**src/rtl/memory_stage_if.sv**
```systemverilog
// EX/MEM in, MEM/WB out and the 16-bit req/ack data-memory port of the memory stage.
// The slave modport is the stage itself; the master modport is execute/writeback/memory.
// Stall is the only backpressure signal toward execute; memory paces the stage with ack.
interface memory_stage_if #(
  parameter int ADDR_W = 20
);
  logic              enable;
  logic [75:0]       in_bus;
  logic              in_valid;
  logic              stall;
  logic [36:0]       out_bus;
  logic              out_valid;
  logic              err;
  logic              mem_req;
  logic              mem_we;
  logic [ADDR_W-1:0] mem_addr;
  logic [15:0]       mem_wdata;
  logic [15:0]       mem_rdata;
  logic              mem_ack;

  modport slave (
    input  enable, in_bus, in_valid, mem_rdata, mem_ack,
    output stall, out_bus, out_valid, err, mem_req, mem_we, mem_addr, mem_wdata
  );

  modport master (
    output enable, in_bus, in_valid, mem_rdata, mem_ack,
    input  stall, out_bus, out_valid, err, mem_req, mem_we, mem_addr, mem_wdata
  );
endinterface

```
**src/rtl/memory_stage.sv**
```systemverilog
// Memory stage: performs the data-memory access for one EX/MEM instruction and emits MEM/WB.
// Latency: 1 edge for non-memory ops, 2+ edges for reads/writes (MAX_WAIT cycles max, then Err).
// Backpressure: stall is high whenever an access is outstanding; enable=0 freezes everything.
module memory_stage #(
  parameter int ADDR_W   = 20,
  parameter int MAX_WAIT = 8
) (
  input  logic           clk,
  input  logic           rst_n,
  memory_stage_if.slave  bus
);

  localparam int CNT_W = $clog2(MAX_WAIT + 1);
  localparam logic [CNT_W-1:0] LAST_WAIT = CNT_W'(MAX_WAIT - 1);

  typedef enum logic {IDLE, ACCESS} state_t;

  state_t            state;
  logic [CNT_W-1:0]  wait_cnt;

  // Fields of the instruction in flight, needed to build MEM/WB when the access ends.
  logic [15:0]       alu_q;
  logic [2:0]        rdst_q;
  logic              wb_q;
  logic              rd_q;

  // EX/MEM bus fields.
  logic [31:0]       in_sp;
  logic [15:0]       in_store;
  logic [15:0]       in_alu;
  logic [2:0]        in_rdst;
  logic [1:0]        in_memop;
  logic [1:0]        in_spop;
  logic              in_wb;
  logic              in_is_mem;
  logic [ADDR_W-1:0] in_addr;
  logic              unused_bits;

  assign in_sp     = bus.in_bus[75:44];
  assign in_store  = bus.in_bus[43:28];
  assign in_alu    = bus.in_bus[27:12];
  assign in_rdst   = bus.in_bus[8:6];
  assign in_memop  = bus.in_bus[5:4];
  assign in_spop   = bus.in_bus[3:2];
  assign in_wb     = bus.in_bus[1];

  // Rsrc and LDD are decoded upstream; only their presence on the bus matters here.
  assign unused_bits = ^{bus.in_bus[11:9], bus.in_bus[0], in_sp};

  // Reserved op 11 behaves like "no memory op".
  assign in_is_mem = (in_memop == 2'b01) || (in_memop == 2'b10);

  // Stack operations address through SP; everything else uses the ALU result.
  assign in_addr = (in_spop != 2'b00) ? in_sp[ADDR_W-1:0] : ADDR_W'(in_alu);

  assign bus.stall = (state != IDLE);

  // Stage FSM: capture in IDLE, hold the request in ACCESS until ack or timeout.
  always_ff @(posedge clk or negedge rst_n) begin
    if (!rst_n) begin
      state         <= IDLE;
      wait_cnt      <= '0;
      alu_q         <= '0;
      rdst_q        <= '0;
      wb_q          <= 1'b0;
      rd_q          <= 1'b0;
      bus.out_bus   <= '0;
      bus.out_valid <= 1'b0;
      bus.err       <= 1'b0;
      bus.mem_req   <= 1'b0;
      bus.mem_we    <= 1'b0;
      bus.mem_addr  <= '0;
      bus.mem_wdata <= '0;
    end else if (bus.enable) begin
      bus.out_valid <= 1'b0;
      bus.err       <= 1'b0;
      case (state)
        IDLE: begin
          if (bus.in_valid) begin
            alu_q  <= in_alu;
            rdst_q <= in_rdst;
            wb_q   <= in_wb;
            rd_q   <= (in_memop == 2'b01);
            if (in_is_mem) begin
              bus.mem_req   <= 1'b1;
              bus.mem_we    <= (in_memop == 2'b10);
              bus.mem_addr  <= in_addr;
              bus.mem_wdata <= in_store;
              wait_cnt      <= '0;
              state         <= ACCESS;
            end else begin
              bus.out_bus   <= {16'h0000, in_alu, in_rdst, in_wb, 1'b0};
              bus.out_valid <= 1'b1;
            end
          end
        end
        ACCESS: begin
          if (bus.mem_ack) begin
            // Ack wins even on the last allowed cycle.
            bus.mem_req   <= 1'b0;
            bus.out_bus   <= {(rd_q ? bus.mem_rdata : 16'h0000), alu_q, rdst_q, wb_q, rd_q};
            bus.out_valid <= 1'b1;
            state         <= IDLE;
          end else if (wait_cnt == LAST_WAIT) begin
            // Timed-out access retires with WB cleared so the register file is untouched.
            bus.mem_req   <= 1'b0;
            bus.out_bus   <= {16'h0000, alu_q, rdst_q, 1'b0, 1'b0};
            bus.out_valid <= 1'b1;
            bus.err       <= 1'b1;
            state         <= IDLE;
          end else begin
            wait_cnt <= wait_cnt + CNT_W'(1);
          end
        end
        default: state <= IDLE;
      endcase
    end
  end

endmodule

```
**src/flat_wrapper.sv**
```systemverilog
// flat-port wrapper written by rule: the top's interface ports become plain ports
module memory_stage_flat 
#(
  parameter int ADDR_W   = 20,
  parameter int MAX_WAIT = 8
)
  (clk, rst_n, bus_enable, bus_in_bus, bus_in_valid, bus_mem_rdata, bus_mem_ack, bus_stall, bus_out_bus, bus_out_valid, bus_err, bus_mem_req, bus_mem_we, bus_mem_addr, bus_mem_wdata);
  memory_stage_if #(.ADDR_W(ADDR_W)) bus_i ();
  input  logic clk;
  input  logic rst_n;
  input wire logic [$bits(bus_i.enable)-1:0] bus_enable;
  input wire logic [$bits(bus_i.in_bus)-1:0] bus_in_bus;
  input wire logic [$bits(bus_i.in_valid)-1:0] bus_in_valid;
  input wire logic [$bits(bus_i.mem_rdata)-1:0] bus_mem_rdata;
  input wire logic [$bits(bus_i.mem_ack)-1:0] bus_mem_ack;
  output wire logic [$bits(bus_i.stall)-1:0] bus_stall;
  output wire logic [$bits(bus_i.out_bus)-1:0] bus_out_bus;
  output wire logic [$bits(bus_i.out_valid)-1:0] bus_out_valid;
  output wire logic [$bits(bus_i.err)-1:0] bus_err;
  output wire logic [$bits(bus_i.mem_req)-1:0] bus_mem_req;
  output wire logic [$bits(bus_i.mem_we)-1:0] bus_mem_we;
  output wire logic [$bits(bus_i.mem_addr)-1:0] bus_mem_addr;
  output wire logic [$bits(bus_i.mem_wdata)-1:0] bus_mem_wdata;
  assign bus_i.enable = bus_enable;
  assign bus_i.in_bus = bus_in_bus;
  assign bus_i.in_valid = bus_in_valid;
  assign bus_i.mem_rdata = bus_mem_rdata;
  assign bus_i.mem_ack = bus_mem_ack;
  assign bus_stall = bus_i.stall;
  assign bus_out_bus = bus_i.out_bus;
  assign bus_out_valid = bus_i.out_valid;
  assign bus_err = bus_i.err;
  assign bus_mem_req = bus_i.mem_req;
  assign bus_mem_we = bus_i.mem_we;
  assign bus_mem_addr = bus_i.mem_addr;
  assign bus_mem_wdata = bus_i.mem_wdata;
  memory_stage #(.ADDR_W(ADDR_W), .MAX_WAIT(MAX_WAIT)) u_core (.clk(clk), .rst_n(rst_n), .bus(bus_i));
endmodule
```
**config.mk**
```make
export PLATFORM = sky130hd
export DESIGN_NAME = memory_stage_flat
export DESIGN_NICKNAME = d
export VERILOG_FILES = /design/src/rtl/memory_stage_if.sv /design/src/rtl/memory_stage.sv /design/src/flat_wrapper.sv
export SDC_FILE = /design/constraint.sdc
export NUM_CORES = 1
export LEC_CHECK = 0
export ABC_AREA = 0
export BUFFER_PORTS_ARGS = -buffer_cell sky130_fd_sc_hd__buf_2
export CAP_MARGIN = 20
export CORE_ASPECT_RATIO = 1.2
export CORE_UTILIZATION = 48
export DETAILED_ROUTE_END_ITERATION = 8
export GPL_ROUTABILITY_DRIVEN = 0
export GPL_TIMING_DRIVEN = 0
export PLACE_DENSITY = 0.77
export SLEW_MARGIN = 20
export SYNTH_ARGS = -nofsm -noshare
export SYNTH_HDL_FRONTEND = slang
export SYNTH_SLANG_ARGS = --single-unit
```
**constraint.sdc**
```tcl
create_clock -name clk -period 2.17 [get_ports clk]
set_input_delay 0 -clock clk [delete_from_list [all_inputs] [get_ports clk]]
set_output_delay 0 -clock clk [all_outputs]
set_load 0.01 [all_outputs]
```
==> Yosys cells after proc, flatten, opt, wreduce, memory -nomap -nowiden <==
Index checks and enable logic that the tools add are counted.
{ "totals": {"register_bits": 103, "out_inout_bits": 78, "word_cells": 60} }
{ "classes": {"add_sub_neg": 1, "bitwise_logic": 1, "n_eq_ne": 9, "mux": 29, "reduce_logical": 7} }
{ "ops": {"columns": ["operator", "n"], "rows": [
  ["37-bit two-way mux", 4],
  ["37-bit one-hot mux with 2 select lines", 1],
  ["20-bit two-way mux", 1],
  ["16-bit two-way mux", 1],
  ["4-bit two-way mux", 4],
  ["1-bit two-way mux", 14],
  ["4-bit AND reduction", 3],
  ["2-bit != test (second input constant)", 4],
  ["4-bit one-hot mux with 2 select lines", 1],
  ["1-bit one-hot mux with 2 select lines", 3],
  ["5-bit AND reduction", 1],
  ["4-bit by 1-bit adder with 4-bit output (second input constant)", 1],
  ["4-bit by 3-bit == test with 1-bit output (second input constant)", 1],
  ["3-bit != test (second input constant)", 1],
  ["3-bit AND reduction", 1],
  ["2-bit by 1-bit == test with 1-bit output (second input constant)", 1],
  ["2-bit == test (second input constant)", 1],
  ["2-bit by 1-bit != test with 1-bit output (second input constant)", 1],
  ["2-bit nonzero test", 1],
  ["1-bit logical OR", 1],
  ["1-bit NOT", 1]
]} }

==> Depth between registers and ports, before layout <==
Gate-level depths: netlist of run 1.
{ "depth": {"depth_word": 5, "ltp_mapped": 8} }

==> Least setup slack after synthesis of run 1 <==
No wires, ideal clock.
{ "synth_timing": {"path_type": "reg2reg", "startpoint": "register u_core.wait_cnt[0]", "endpoint": "register u_core.wait_cnt[3]", "n_path_buf": 0, "stages_incl_launch_ff": 6, "setup_time_ps": 78, "synth_period_minus_slack_ps": 1756, "slack_ps": 414, "required_time_ps": 2092, "t_arrival_ps": 1677, "cell_sequence": "dfrtp_1 ha_1 and4b_1 or2_1 or4_1 a21oi_1"} }
{ "synth_between": {"elab_chain_len": 4, "elab_cells_between_ends": 7, "classes_between": "add/sub: 1; eq/ne: 2; mux: 3; reduce/logical: 1"} }
{ "synth_rtl": {"columns": ["element", "line", "rtl"], "rows": [
  ["start: declaration", "memory_stage.sv:19", "logic [CNT_W-1:0] wait_cnt;"],
  ["start signal: assignment", "memory_stage.sv:112", "wait_cnt <= wait_cnt + CNT_W'(1);"],
  ["4-bit by 1-bit adder with 4-bit output", "memory_stage.sv:112", null],
  ["4-bit two-way mux", "memory_stage.sv:104", "end else if (wait_cnt == LAST_WAIT) begin"],
  ["4-bit two-way mux", "memory_stage.sv:98", "if (bus.mem_ack) begin"],
  ["4-bit one-hot mux with 2 select lines", "memory_stage.sv:77", "case (state)"]
]} }
Parallel ways exist; a longest one is shown, timed or not. The select of a mux whose other input is x is not followed.
A chain may end at the register's enable or synchronous reset.

==> Final worst setup path of run 1 <==
{ "layout_timing": {"startpoint": "input bus_in_bus[5]", "endpoint": "register u_core.bus.mem_addr[15]"} }
{ "layout_between": {"elab_chain_len": 3, "elab_cells_between_ends": 4, "classes_between": "eq/ne: 2; reduce/logical: 2"} }
{ "layout_rtl": {"columns": ["element", "line", "rtl"], "rows": [
  ["start: declaration", "flat_wrapper.sv:12", "input wire logic [$bits(bus_i.in_bus)-1:0] bus_in_bus;"],
  ["2-bit by 1-bit == test with 1-bit output / 2-bit == test (equally long branches)", "memory_stage.sv:51", "assign in_is_mem = (in_memop == 2'b01) || (in_memop == 2'b10);"],
  ["1-bit logical OR (*)", "memory_stage.sv:51", null],
  ["4-bit AND reduction (no line) (*)", null, null],
  ["end signal: assignment", "memory_stage.sv:87", "bus.mem_addr <= in_addr;"],
  ["end: declaration", "memory_stage_if.sv:23", "output stall, out_bus, out_valid, err, mem_req, mem_we, mem_addr, mem_wdata"]
]} }
Every way passes the cells marked *; elsewhere a longest branch is shown, timed or not.

==> impl_metrics.yaml, run 1 <==
synthesis:
  synth-edff-count: 0
  synth_top_cells_by_count: "nand2_1 (130), dfrtp_1 (103), o21ai_0 (50), mux2i_1 (35), mux2_2 (23)"
  synth_top_area_share_pct: 59.5
  ys.flop_type: "dfrtp_1"
  synthCells: 411
  synth_cell_types: 29
  synth_top_cell_by_area: "dfrtp_1"
  synth-async-reset-ratio_pct: 100
  ys_seq_area_share_pct: 59.5
  ys_warn_count: 0
  syn_area_um2: 4330
  ys_ff_latch: 103
  ys_top_cells_by_area: "dfrtp_1 (59%), nand2_1 (11%), mux2i_1 (8.1%), mux2_2 (6.0%), o21ai_0 (5.8%)"
  post-synth-top-count-cell: "nand2_1"
  synthesis.nets: 511
  synth.avg_cell_area_um2: 10.5
clocking:
  cts_setup_buffers: 0
  cts_buffers: 9
  cts_resized: 0
  clk_latency_ns: 0.36
  cts.path.max_buffers: 2
  cts_root_buf: "clkbuf_8"
  cts_tree: "done"
  clock_sinks: 103
  htree_levels: 3
  clk_transition_reported_paths_ns: 0.10
  hold_buffers: 76
grt:
  grt.total_usage_pct: 26.7
  grt-ovfl-total: 0
  grt_max_degree: 55
  antenna_found_initial: 0
  grt_pass1_vias: 4047
  grt_pass1_wl_um: 18900
die:
  core-area_um2: 8660
  fp.dieH_um: 106
  initial_core_util_pct: 50.1
  io_pins: 175
  fp.dieW_um: 88.7
  placementRows: 37
  die_area_um2: 9410
timing:
  clock_skew_ns: 0.00729
  fin_crit_sh_pct: 92.8
  hold_violations: 0
  period_minus_slack_ns: 2.01
  rsz0062_at_grt: "false"
  fmax_mhz: 496
  worst_pin_slew_ns: 0.776
  final-max-slew-violation-count: 0
  slew_headroom_pct: 48.3
  setup_violations: 0
  hold_slack_ns: 0.0472
  tns_ns: 0
placement:
  place_hpwl_um: 7620
  dp.cells: 687
  io_buffers: 158
detailed_routing:
  drt-total-wl_um: 11800
  drc: 0
  avgViaCountPerCell: 5.01
  drtPass1Iterations: 5
  first_iter_violations: 165
  wire_per_inst_um: 15.2
  vias: 3902
  drtAntennaViolNets: 0
worst_setup_path:
  critPathMaxStageDelay_ns: 0.55
  cp_slowest_cell: "dlygate4sd3_1"
  setup.worst_path.start: "bus_in_bus[5]"
  start_kind: "input pin"
  path_cells: "dlygate4sd3_1, buf_2, ha_1, or2_2, clkbuf_1, clkbuf_1, o21ai_0"
  cp.required_ns: 2.39
  path_class: "in -> reg"
  crit_path_end_kind: "flip-flop"
  critPathBufInv: 4
  r2r_slack_ns: 0.17
  critical_path.max_fanout: 10
  r2r-end: "u_core.bus.mem_addr[0]"
  worst_path_most_repeated_cell: "clkbuf_1"
  cp_num_cells: 7
  endpoint: "u_core.bus.mem_addr[15]"
  arrival_ns: 2.23
  r2r_cells: 7
  critPathTopFamily: "buffers and inverters"
  r2r_start: "u_core.bus.stall"
pwr:
  p_per_area_nw_per_um2: 933
  power.share.clock_pct: 23.9
  power_frac_seq_pct: 46.9
  ir_worst_vdd_mv: 0.665
  power.leakage_nw: 3.29
  swShare_pct: 31.5
  p_int_w: 0.00403
  p_switching_w: 0.00185
  comb_power_share_pct: 29.3
worst_hold_path:
  holdCritPathClass: "in -> reg"
final_layout:
  multi_input_area_um2: 1630
  fillers: 639
  syn_to_final_growth_pct: 45.4
  drive_gt1_share_pct: 31.6
  fin_nets: 757
  final_cell_count_no_fill: 779
  diodes: 0
  register_area_um2: 2580
run_status:
  status: "complete, no violations"
flow_run:
  cap_violations: 0
flip-flops by register name, indices dropped and copies added (netlist names):
signal / count
u_core.bus.out_bus: 37
u_core.bus.mem_addr: 20
u_core.alu_q: 16
u_core.bus.mem_wdata: 16
u_core.wait_cnt: 4
u_core.rdst_q: 3
u_core.bus.err: 1
u_core.bus.mem_req: 1
u_core.bus.mem_we: 1
u_core.bus.out_valid: 1
u_core.bus.stall: 1
u_core.rd_q: 1
u_core.wb_q: 1
worst min path at each step:
stage / from / end / cells past startpoint / slack, ns
floorplan: rst_n / u_core.alu_q[0] / 0 / -0.30
global placement: bus_in_bus[36] / u_core.bus.mem_wdata[8] / 3 / 0.19
detailed placement: rst_n / u_core.bus.mem_addr[8] / 1 / -0.03
CTS: bus_in_valid / u_core.alu_q[15] / 3 / 0.02
global route: bus_in_valid / u_core.alu_q[15] / 3 / 0.04
finish: bus_in_bus[4] / u_core.rd_q / 3 / 0.05
worst min-delay path: cells and delay by family:
family | cells | cell delay (ns)
multiplexers | 1 | 0.14
adder cells (fa/ha/maj) | 1 | 0.14
buffers and inverters | 1 | 0.09
cells in the final DEF (no fill, tap or decap), drive strengths merged, types with 2 or more instances in the layout:
cell	netlist	routed
buf	10	169
nand2	130	130
dfrtp	103	103
dlygate4sd3	0	76
o21ai	56	56
mux2i	35	35
clkbuf	15	25
mux2	23	23
inv	5	5
nor2	5	5
nand3	5	5
o31ai	4	4
or2	4	4
ha	3	3
bufinv	0	3
clkinv	0	3
and3b	2	2
nand3b	2	2
layout make-up:
cell class                      instances  share of cell area, %
Timing Repair Buffer                  235                   25.2
Clock inverter                          6                   1.73
Inverter                                5                  0.298
Multi-Input combinational cell        278                   25.8
Tap cell                              117                   2.32
Sequential cell                       103                   40.9
Buffer                                 25                   1.77
Clock buffer                           10                   2.03
layer usage:
| layer | GRT usage, % | wire length [um] | up-vias |
|---|---|---|---|
| met3 | 5.67 | 616 | 23 |
| met4 | 10.5 | 281 | 0 |
| met1 | 29.9 | 4670 | 1888 |
| met2 | 48.2 | 6260 | 134 |
| met5 | 0 | 0 | - |
| li1 | - | - | 1857 |
logic make-up after synthesis:
family | Yosys count | share of synthesized area, %
simple gates | 153 | 14.7
compound gates | 64 | 7.85
mux | 58 | 14.1
buf+inv | 30 | 3.00
fa+ha+maj | 3 | 0.866
flops | 103 | 59.5
metrics by stage:
step / total power [W] / util (%) / worst slack [ns] / area (um2)
global route: 0.00624 / 72.8 / 0.0285 / 6300
global placement: 0.00431 / 60.9 / 0.0338 / 5270
detailed placement: 0.00439 / 61.3 / 0.176 / 5300
CTS: 0.00590 / 72.8 / 0.160 / 6300
finish: 0.00588 / 72.8 / 0.156 / 6300
floorplan: 0.00362 / - / 0.414 / 4330
power groups by stage:
stage                     registers (W)  clock network (W)  logic, W
final                           0.00275            0.00140   0.00172
after CTS                       0.00274            0.00144   0.00172
after floorplan                 0.00296                  0  0.000659
after global routing            0.00282            0.00151   0.00190
after global placement          0.00275                  0   0.00156
after detailed placement        0.00278                  0   0.00161
Note: power is estimated with default switching activity, not from simulation.
==> run 2: changes to the inputs <==
clock period = 1.9 ns   (was 2.17 ns; I/O delays follow)
==> run 2 against run 1 <==
Effect of this change:
- combinational power increased by 16%
- clock skew shrank 0.0018 ns
- global-route usage is 0.099 points higher
- count of clock-buffer cells in the layout unchanged
- clock power is 15% higher
- worst setup slack worse by 0.11 ns
- register-to-register slack worse by 0.12 ns
- sequential share of layout area down 0.22 points
- critical endpoint is now u_core.wait_cnt[3]
- highest routed layer unchanged
==> impl_metrics.yaml, run 2 (synthesis gave the netlist of run 1 again) <==
final_layout:
  diodes: 0
  final_cell_count_no_fill: 779
  design_area_um2: 6330
  fin_nets: 757
  fillers: 643
  syn_to_final_growth_pct: 46.2
  largest_register_ffs: 37
  final_common_cell: "buf_2"
  top_regs: "u_core.bus.out_bus: 37 flops, u_core.bus.mem_addr: 20 flops"
  drive_gt1_share_pct: 33.1
  final_cell_mix: "buf_2 (161), nand2_1 (130), dfrtp_1 (103)"
  largest-register: "u_core.bus.out_bus"
clocking:
  clock_sinks: 103
  cts.path.max_buffers: 2
  clk_latency_ns: 0.36
  htree_levels: 3
  clk_transition_reported_paths_ns: 0.09
  cts_buffers: 9
  cts_root_buf: "clkbuf_8"
  cts_tree: "done"
detailed_routing:
  wire_per_inst_um: 15.3
  avgViaCountPerCell: 5.00
  drtAntennaViolNets: 0
  drtPass1Iterations: 4
  vias: 3898
  drc: 0
  first_iter_violations: 155
  drt-total-wl_um: 11900
timing:
  worst_pin_slew_ns: 0.766
  clock_skew_ns: 0.00545
  rsz0062_at_grt: "true"
  hold_violations: 0
  fin_crit_sh_pct: 97.6
  period_minus_slack_ns: 1.85
  slew_headroom_pct: 48.9
  fmax_mhz: 539
  hold_slack_ns: 0.0436
  final-max-slew-violation-count: 0
  setup_violations: 0
pwr:
  power_w: 0.00675
  ir_worst_vdd_mv: 0.764
  power.leakage_nw: 3.31
  p_per_area_nw_per_um2: 1070
grt:
  grt_max_degree: 55
  grt-ovfl-total: 0
  grt.total_usage_pct: 26.8
  antenna_found_initial: 0
  grt_pass1_vias: 4063
  grt_pass1_wl_um: 18900
worst_setup_path:
  critical_path.max_fanout: 5
  r2r-end: "u_core.wait_cnt[3]"
  arrival_ns: 2.14
  path_class: "reg -> reg"
  setup.worst_path.start: "u_core.wait_cnt[0]"
  r2r_slack_ns: 0.05
  crit_path_end_kind: "flip-flop"
  cp.required_ns: 2.18
  start_kind: "flip-flop"
  r2r_cells: 5
  r2r_start: "u_core.wait_cnt[0]"
flow_run:
  cap_violations: 0
die:
  fp.dieW_um: 88.7
  die_area_um2: 9410
  core-area_um2: 8660
  io_pins: 175
  fp.dieH_um: 106
  initial_core_util_pct: 50.1
  placementRows: 37
placement:
  io_buffers: 158
  placed_area_um2: 5300
  dp.cells: 687
  place_hpwl_um: 7620
worst_hold_path:
  holdCritPathClass: "in -> reg"
  hp-start: "bus_in_bus[4]"
  min_path_cells: 3
  whs_endpoint: "u_core.rd_q"
run_status:
  status: "complete, no violations"
[run 2: cell counts in the layout (fill, tap and decap cells not counted)]
No cell type changed its count.
[run 2: how the worst max path moves through the flow]
stage	end	depth (start not counted)	slack, ns
after floorplan	u_core.wait_cnt[3]	5	0.14
after global placement	u_core.bus.out_bus[28]	1	-0.24
after detailed placement	u_core.bus.mem_addr[15]	6	-0.09
after CTS	u_core.bus.mem_addr[13]	6	0.01
after global routing	u_core.bus.out_bus[24]	6	-0.03
final	u_core.wait_cnt[3]	5	0.05
[run 2: final cells by class]
type,instances,area [um2],area share [%]
Inverter,5,18.8,0.296
Tap cell,117,146,2.31
Clock inverter,6,109,1.72
Timing Repair Buffer,236,1590,25.1
Buffer,24,128,2.01
Clock buffer,10,128,2.01
Sequential cell,103,2580,40.7
Multi-Input combinational cell,278,1640,25.8
[run 2: metrics by stage]
step	TNS (ns)	utilization [%]	setup WS [ns]
4_1_cts	0	73.0	0.0120
5_1_grt	-0.110	73.2	-0.0255
3_3_place_gp	-23.74	60.9	-0.236
2_1_floorplan	0	-	0.144
6_report	0	73.2	0.0463
3_5_place_dp	-1.14	61.3	-0.0938
[run 2: critical path, stage by stage (launching register included)]
cell and delay (ns):
dfrtp_1 0.42, ha_2 0.22, and4b_1 0.24, or2_4 0.26
or4_1 0.50, a21oi_1 0.15
[run 2: per-layer routing]
metal	global-route usage [%]	wire length, um	up-vias
li1	-	-	1856
met1	29.9	4730	1890
met2	48.4	6290	124
met3	5.75	558	28
met4	10.7	318	0
met5	0	0	-
[run 2: timing repair]
action | in CTS | in global routing
pin swaps | 0 | 0
setup buffers | 0 | 1
endpoints found under the setup margin | 48 | 53
hold buffers | 76 | 0
gates cloned | 0 | 0
gates resized for setup | 8 | 10
endpoints found under the hold margin | 197 | 0
[run 2: report_power, final]
part           internal [W]  switching (W)  leakage (nW)
Combinational      0.000937        0.00105          1.89
Sequential          0.00281       0.000336          1.30
Clock              0.000874       0.000737         0.120
Total               0.00462        0.00213          3.31
==> run 3: changes to the inputs <==
ABC_AREA = 1   (was 0)
CORE_UTILIZATION = 50   (was 48)
PLACE_DENSITY = 0.79   (was 0.77)
==> run 3 against run 2 <==
Effect of this change:
- first-iteration DRC count rose by 120%
- hold slack lost 0.0047 ns
- die area grew 5.3%
- critical path depth increased by 3
- clock power rose by 4%
- cell count is 22% higher
- utilization increased by 1.2 points
- largest power group unchanged
- highest routed layer unchanged
==> impl_metrics.yaml, run 3 <==
timing:
  final-max-slew-violation-count: 0
  worst_pin_slew_ns: 0.467
  fin_crit_sh_pct: 96.4
  period_minus_slack_ns: 1.83
  hold_slack_ns: 0.0389
  clock_skew_ns: 0.0118
  slew_headroom_pct: 68.8
  setup_violations: 0
  hold_violations: 0
  fmax_mhz: 546
worst_setup_path:
  arrival_ns: 2.15
  r2r_slack_ns: 0.07
  cp_slowest_cell: "dlygate4sd3_1"
  cp.required_ns: 2.22
  path_class: "reg -> reg"
  crit_path_end_kind: "flip-flop"
  path_cells: "buf_6, inv_4, nand3_4, nor2_4, buf_6, o211ai_1, dlygate4sd3_1, nand2_1"
  worst_path_most_repeated_cell: "buf_6"
  critical_path.max_fanout: 10
  start_kind: "flip-flop"
  critPathMaxStageDelay_ns: 0.58
final_layout:
  diodes: 0
  largest-register: "u_core.bus.out_bus"
  final_common_cell: "nand2_1"
  fin_nets: 929
  final_cell_mix: "nand2_1 (251), buf_2 (161), dfrtp_1 (103)"
  drive_gt1_share_pct: 24.7
  fillers: 689
  largest_register_ffs: 37
  syn_to_final_growth_pct: 42.6
  post-route-util_pct: 74.3
  top_regs: "u_core.bus.out_bus: 37 flops, u_core.bus.mem_addr: 20 flops"
flow_run:
  cap_violations: 0
detailed_routing:
  drt-total-wl_um: 14500
  vias: 4887
  avgViaCountPerCell: 5.12
  wire_per_inst_um: 15.2
  drc: 0
  drtAntennaViolNets: 0
  first_iter_violations: 345
  drtPass1Iterations: 5
pwr:
  ir_worst_vdd_mv: 0.719
  swShare_pct: 33.9
  p_switching_w: 0.00235
  power.leakage_nw: 3.80
  power_frac_seq_pct: 45.1
  power.share.clock_pct: 24.2
  comb_power_share_pct: 30.8
  p_int_w: 0.00458
  p_per_area_nw_per_um2: 1020
synthesis:
  synth_top_area_share_pct: 54.2
  synth-async-reset-ratio_pct: 100
  ys.flop_type: "dfrtp_1"
  ys_ff_latch: 103
  synthCells: 578
  synth-edff-count: 0
  ys_seq_area_share_pct: 54.2
  synth_top_cell_by_area: "dfrtp_1"
  synth_top_cells_by_count: "nand2_1 (251), dfrtp_1 (103), inv_1 (47), o21ai_0 (42), nand4_1 (39)"
  ys_warn_count: 0
  synthesis.nets: 678
  ys_top_cells_by_area: "dfrtp_1 (54%), nand2_1 (20%), nand4_1 (5.1%), o21ai_0 (4.4%), inv_1 (3.7%)"
  post-synth-top-count-cell: "nand2_1"
  synth_cell_types: 21
  synth.avg_cell_area_um2: 8.23
  syn_area_um2: 4760
placement:
  place_hpwl_um: 9120
  io_buffers: 157
die:
  initial_core_util_pct: 52.1
  die_area_um2: 9920
  placementRows: 38
  io_pins: 175
  core-area_um2: 9130
  fp.dieW_um: 91.1
  fp.dieH_um: 109
clocking:
  htree_levels: 3
  cts_tree: "done"
  clock_sinks: 103
  clk_latency_ns: 0.37
  clk_transition_reported_paths_ns: 0.10
  cts.path.max_buffers: 2
  cts_root_buf: "clkbuf_8"
  cts_buffers: 9
grt:
  gr-usage-met3_pct: 5.58
  antenna_found_initial: 0
  grt_pass1_vias: 4977
  grt_max_degree: 81
  grt-ovfl-total: 0
  grt_use_met1_pct: 36.7
  grt.total_usage_pct: 30.4
  grt_busiest_layer: "met2"
  grt_pass1_wl_um: 23600
  met2_usage_pct: 55.4
run_status:
  status: "complete, no violations"
worst_hold_path:
  holdCritPathClass: "in -> reg"
==> run 3: cell types whose count changed after synthesis, sizes merged, moves of 16 or more <==
cell / previous run / this run
o211ai: 0 / 16
mux2: 23 / 0
nand2: 130 / 251
mux2i: 35 / 0
nand4: 0 / 39
inv: 5 / 49
nor2: 5 / 22
==> run 3: final timing paths <==
check                                        from                      to  cells after the start
setup / recovery                 u_core.bus.stall  u_core.bus.mem_addr[5]                      8
hold / removal                       bus_in_valid        u_core.alu_q[15]                      4
setup reg to reg                 u_core.bus.stall  u_core.bus.mem_addr[5]                      8
hold reg to reg            u_core.bus.out_bus[10]  u_core.bus.out_bus[10]                      2
max in group asynchronous                   rst_n         u_core.alu_q[8]                      3
min in group asynchronous                   rst_n   u_core.bus.out_bus[7]                      2
==> run 3: repair_timing <==
action,CTS,global route
setup buffers,0,4
hold buffers,78,0
gates resized for setup,0,0
endpoints found under the setup margin,0,2
hold endpoints to repair,179,0
==> run 3: logic make-up (layout without fill, tap and decap cells) <==
kind of cell,after synthesis,count (layout),share of synthesized area [%]
xor+xnor,1,1,0.184
simple gates,325,325,28.7
buf+inv,87,343,9.17
compound gates,59,59,7.05
flops,103,103,54.2
fa+ha+maj,3,3,0.789
==> run 3: metrics by stage <==
stage          power (W)  std cells  instance area (um2)  setup WS [ns]   TNS, ns
5_1_grt          0.00732        954                 6790       -0.00153  -0.00153
6_report         0.00693        954                 6790         0.0680         0
3_5_place_dp     0.00510        856                 5730          0.309         0
4_1_cts          0.00689        950                 6760         0.0486         0
3_3_place_gp     0.00501        855                 5700         -0.262    -26.15
2_1_floorplan    0.00419        578                 4760          0.547         0
==> run 3: cell type report <==
cell class	count	area [um2]	area share, %
Clock buffer	11	141	2.08
Inverter	49	186	2.75
Timing Repair Buffer	240	1630	24.0
Tap cell	120	150	2.21
Sequential cell	103	2580	38.0
Buffer	38	250	3.69
Multi-Input combinational cell	388	1750	25.7
Clock inverter	5	105	1.55
==> run 3: power by group through the flow <==
stage / Sequential, W / Combinational [W] / Clock (W)
after global placement: 0.00311 / 0.00190 / 0
after floorplan: 0.00333 / 0.000862 / 0
after global routing: 0.00318 / 0.00236 / 0.00178
after CTS: 0.00310 / 0.00210 / 0.00168
final: 0.00312 / 0.00213 / 0.00167
after detailed placement: 0.00313 / 0.00197 / 0
==> run 3: per-layer routing <==
metal,up-vias,wire length [um],part of all wire (%)
li1,2335,-,-
met1,2318,5890,41
met2,206,7560,52
met3,28,845,5.8
met4,0,226,1.6
met5,-,0,0
==> run 3: worst max-delay path: cells and delay by family (launching register included) <==
kind,cells,cell delay [ns]
AOI/OAI and AO/OA,1,0.09
buffers and inverters,4,0.96
DFF,1,0.41
and+or+nand+nor,3,0.32
